==> src/rtl/gray_pkg.sv <==
// Shared constants for the Gray-code counter family: count directions and
// the legal width range enforced when the counter is elaborated.
package gray_pkg;

   localparam logic DIR_UP   = 1'b1;
   localparam logic DIR_DOWN = 1'b0;

   localparam int WIDTH_MIN = 2;
   localparam int WIDTH_MAX = 32;

endpackage : gray_pkg

==> src/rtl/gray2bin_n.sv <==
// Combinational Gray-to-binary converter: each binary bit is the XOR of all
// Gray bits from the MSB down to that position.
module gray2bin_n
   import gray_pkg::*;
#(
   parameter int WIDTH = 4
) (
   input  logic [WIDTH-1:0] gray,
   output logic [WIDTH-1:0] bin
);

   // Each bit reduces its own Gray suffix, so there is no ripple through bin.
   for (genvar gi = 0; gi < WIDTH; gi++) begin : g_prefix_xor
      assign bin[gi] = ^gray[WIDTH-1:gi];
   end

endmodule : gray2bin_n

==> src/rtl/gray_counter.sv <==
// Up/down counter holding a binary count with a registered Gray copy, parallel
// load in binary or Gray, and a one-cycle wrap pulse on boundary crossings.
module gray_counter
   import gray_pkg::*;
#(
   parameter int          WIDTH     = 4,
   parameter int unsigned RESET_VAL = 0
) (
   input  logic             clk,
   input  logic             rst,
   input  logic             en,
   input  logic             up,
   input  logic             load,
   input  logic             load_gray,
   input  logic [WIDTH-1:0] load_val,
   output logic [WIDTH-1:0] bin_q,
   output logic [WIDTH-1:0] gray_q,
   output logic             wrap
);

   if (WIDTH < WIDTH_MIN || WIDTH > WIDTH_MAX) begin : g_bad_width
      $error("gray_counter: WIDTH %0d outside legal range", WIDTH);
   end
   if ((RESET_VAL >> WIDTH) != 0) begin : g_bad_reset
      $error("gray_counter: RESET_VAL %0d does not fit in WIDTH bits", RESET_VAL);
   end

   localparam logic [WIDTH-1:0] RESET_BIN  = RESET_VAL[WIDTH-1:0];
   localparam logic [WIDTH-1:0] RESET_GRAY = RESET_BIN ^ (RESET_BIN >> 1);
   localparam logic [WIDTH-1:0] ONE        = {{(WIDTH-1){1'b0}}, 1'b1};

   logic [WIDTH-1:0] bin_reg, bin_next;
   logic [WIDTH-1:0] gray_reg, gray_next;
   logic             wrap_reg, wrap_next;
   logic [WIDTH-1:0] load_bin;

   gray2bin_n #(
      .WIDTH (WIDTH)
   ) u_load_conv (
      .gray (load_val),
      .bin  (load_bin)
   );

   always_comb begin
      bin_next  = bin_reg;
      wrap_next = 1'b0;
      if (load) begin
         bin_next = load_gray ? load_bin : load_val;
      end else if (en) begin
         if (up == DIR_UP) begin
            bin_next  = bin_reg + ONE;
            wrap_next = &bin_reg;
         end else begin
            bin_next  = bin_reg - ONE;
            wrap_next = ~|bin_reg;
         end
      end
      // Gray is derived from the next binary value so both registers agree.
      gray_next = bin_next ^ (bin_next >> 1);
   end

   always_ff @(posedge clk) begin
      if (rst) begin
         bin_reg  <= RESET_BIN;
         gray_reg <= RESET_GRAY;
         wrap_reg <= 1'b0;
      end else begin
         bin_reg  <= bin_next;
         gray_reg <= gray_next;
         wrap_reg <= wrap_next;
      end
   end

   assign bin_q  = bin_reg;
   assign gray_q = gray_reg;
   assign wrap   = wrap_reg;

endmodule : gray_counter

==> config.mk <==
export PLATFORM = sky130hd
export DESIGN_NAME = gray_counter
export DESIGN_NICKNAME = d
export VERILOG_FILES = /design/src/rtl/gray_pkg.sv /design/src/rtl/gray2bin_n.sv /design/src/rtl/gray_counter.sv
export SDC_FILE = /design/constraint.sdc
export NUM_CORES = 1
export LEC_CHECK = 0
export CORE_AREA = 2 2 39 41
export DETAILED_ROUTE_END_ITERATION = 10
export DIE_AREA = 0 0 41 43
export GPL_ROUTABILITY_DRIVEN = 0
export GPL_TIMING_DRIVEN = 0
export PLACE_DENSITY = 0.74
export SLEW_MARGIN = 10
export SYNTH_ARGS = -nofsm -noshare
export SYNTH_HDL_FRONTEND = slang
export SYNTH_SLANG_ARGS = --single-unit
==> constraint.sdc <==
create_clock -name clk -period 2.14 [get_ports clk]
set_clock_uncertainty 0.2 [all_clocks]
set_input_delay 0.214 -clock clk [delete_from_list [all_inputs] [get_ports clk]]
set_output_delay 0.214 -clock clk [all_outputs]
set_load 0.005 [all_outputs]
==> run summary <==
Area Growth Syn to Fin - 40.0%
Peak VDD IR - 0.414 mV
post-route design area - 774 um^2
run status - finished clean
Final ANT Viol Nets - 0
Psw - 129 uW
area occupied by multi-input gates - 372 um^2
vias in the first global route - 455
GRT Resource Usage Total - 16.2%
nets - 99
Crit path required time - 2.07 ns
Hold Crit Class - primary input to register
clock sinks - 8
via count - 516
Final min period - 1.97 ns
element type at the critical path start - register
Max Root-Sink Buffers - 2
H-tree depth - 1
die width - 41 um
CTS tree - built
Reg area - 161 um^2
first-pass GRT wire length - 1.88 mm
Clock Tree Root - clkbuf_4
Pins Over Slew Limit - 0
ant diodes - 0
Worst-path clk slew - 0.05 ns
Pwr Total - 457 uW
overflow left after global routing - 0
Die Area - 0.00176 mm^2
final cycle utilization of the critical path - 92.2%
# hold bufs at CTS - 0
library cells used by synthesis - 32
Mapped Area - 553 um^2
synthesized netlist cell count - 64
Rows - 14
Fin. Hold Viols - 0
unrepaired setup endpoints after global routing - false
placed standard-cell area - 743 um^2
Power Density - 590 mW/mm^2
Initial Utilization - 40.0%
Hold Slack - 0.170 ns
routed length per instance - 11.3 um
Slew headroom - 69.9%
IO Pins - 19
Core ar. - 0.00138 mm^2
Synth async-reset ratio - 0%
HPWL after detailed placement - 859 um
Flop pwr share - 39.7%
DRC viols - 0
Fmax achieved - 507 MHz
DRT iter0 DRCs - 5
CP endpoint kind - register
final worst slack - 0.167 ns
clock share of power - 24.4%
Seq/Total Area, Yosys - 29.0%
drt total wl - 1.13 mm
port bufs - 17
layout cells sized above 1 - 9.52%
Tightest Pin Transition - 0.452 ns
clk_lat worst skew - 0.25 ns
EDFF count, synth - 0
Leak - 0.000303 uW
Syn. warnings - 0
Logic pwr share - 35.9%
pre-CTS setup slack - -0.267 ns
Mapped Nets - 77
Most used DFF post-synth - dfxtp_1
die height - 43 um
TritonRoute pass-1 iters - 4
max FFs per register - 4
Critical Setup Path Class - register to register
Pint - 327 uW
post-synthesis area per instance - 8.64 um^2
Sum Neg Setup Slack - 0 ns
Fillers - 126
maxcap violations - 0
largest fanout on the critical path - 4
antenna violations before repair - 0
number of CTS-inserted buffers - 3
Vias/cell - 5.16
Setup Viol. Count Final - 0
switching share of total power - 28.3%
Yosys reg bits - 8
pin count of the biggest net entering global routing - 11
crit path DAT - 1.91 ns
Setup Buffers After CTS - 0
==> metrics by stage <==
step / utilization [%] / cells
floorplan: - / 64
global placement: 53.7 / 97
detailed placement: 53.7 / 97
CTS: 55.5 / 100
global route: 56.0 / 100
finish: 56.0 / 100
==> final cells by class <==
cell class	instances	area share [%]
buffer	3	1.94
clock buffer	3	2.91
inverter	4	1.94
multi-input combinational	49	48.0
sequential	8	20.8
tap	16	2.58
timing repair buffer	17	21.8
==> worst max-delay path: stages (launching register included) <==
cell     delay [ns]
dfxtp_1        0.38
inv_1          0.10
fa_1           0.44
nor2b_1        0.17
nor3_2         0.08
nor3_2         0.28
xnor2_1        0.15
nor2_1         0.05
==> layout by cell type, fill, tap and decap left out, drive strengths merged, types with 2 or more instances in the layout <==
| cell type | n |
|---|---|
| a21oi | 4 |
| clkbuf | 5 |
| clkdlybuf4s50 | 16 |
| dfxtp | 8 |
| ha | 2 |
| inv | 4 |
| nor2 | 7 |
| nor2b | 5 |
| nor3 | 2 |
| nor4 | 2 |
| nor4b | 2 |
| xnor2 | 3 |
| xor2 | 4 |
==> power by group through the flow <==
stage / Clock, uW / Combinational (uW) / Sequential (uW)
2_1_floorplan: 0 / 86.9 / 184
3_3_place_gp: 0 / 159 / 184
3_5_place_dp: 0 / 162 / 184
4_1_cts: 117 / 164 / 181
5_1_grt: 127 / 182 / 184
6_report: 112 / 164 / 181
==> path summary, 6_finish.rpt <==
path / startpoint / to / slack, ns / depth (start not counted)
setup / recovery: bin_q[1] / gray_q[0] / 0.17 / 7
hold / removal: en / wrap / 0.17 / 2
setup reg to reg: bin_q[1] / gray_q[0] / 0.17 / 7
hold reg to reg: bin_q[0] / wrap / 0.50 / 4
==> timing repair <==
| item | CTS | global route |
|---|---|---|
| hold endpoints to repair | 0 | 0 |
| resized for setup | 2 | 2 |
| endpoints found under the setup margin | 2 | 3 |
==> kinds of logic after synthesis <==
kind of cell | Yosys count | share of synthesized area, %
compound gates | 10 | 11.3
flops | 8 | 29.0
xor+xnor | 8 | 15.2
fa+ha+maj | 3 | 8.14
simple gates | 28 | 31.0
buf+inv | 7 | 5.43
==> per-layer routing <==
| layer | GRT usage [%] | up-vias | wire length [um] |
|---|---|---|---|
| met1 | 19.3 | 230 | 497 |
| met3 | 7.85 | 5 | 63 |
| met5 | 0 | - | 0 |
| met2 | 23.4 | 15 | 542 |
| met4 | 8.00 | 0 | 24 |
| li1 | - | 266 | - |
==> Yosys cell counts, types with 2 or more instances <==
library cell  count  area share [%]
clkbuf_1          2             1.4
a21oi_1           4             3.6
nor4b_1           2             3.2
nor4_1            2             2.3
nor2b_1           5             5.7
xor2_1            4             6.3
inv_1             4             2.7
nor2_1            7             4.8
ha_1              2             4.5
xnor2_1           3             4.8
dfxtp_1           8              29
Power figures use the tool's default switching activity.
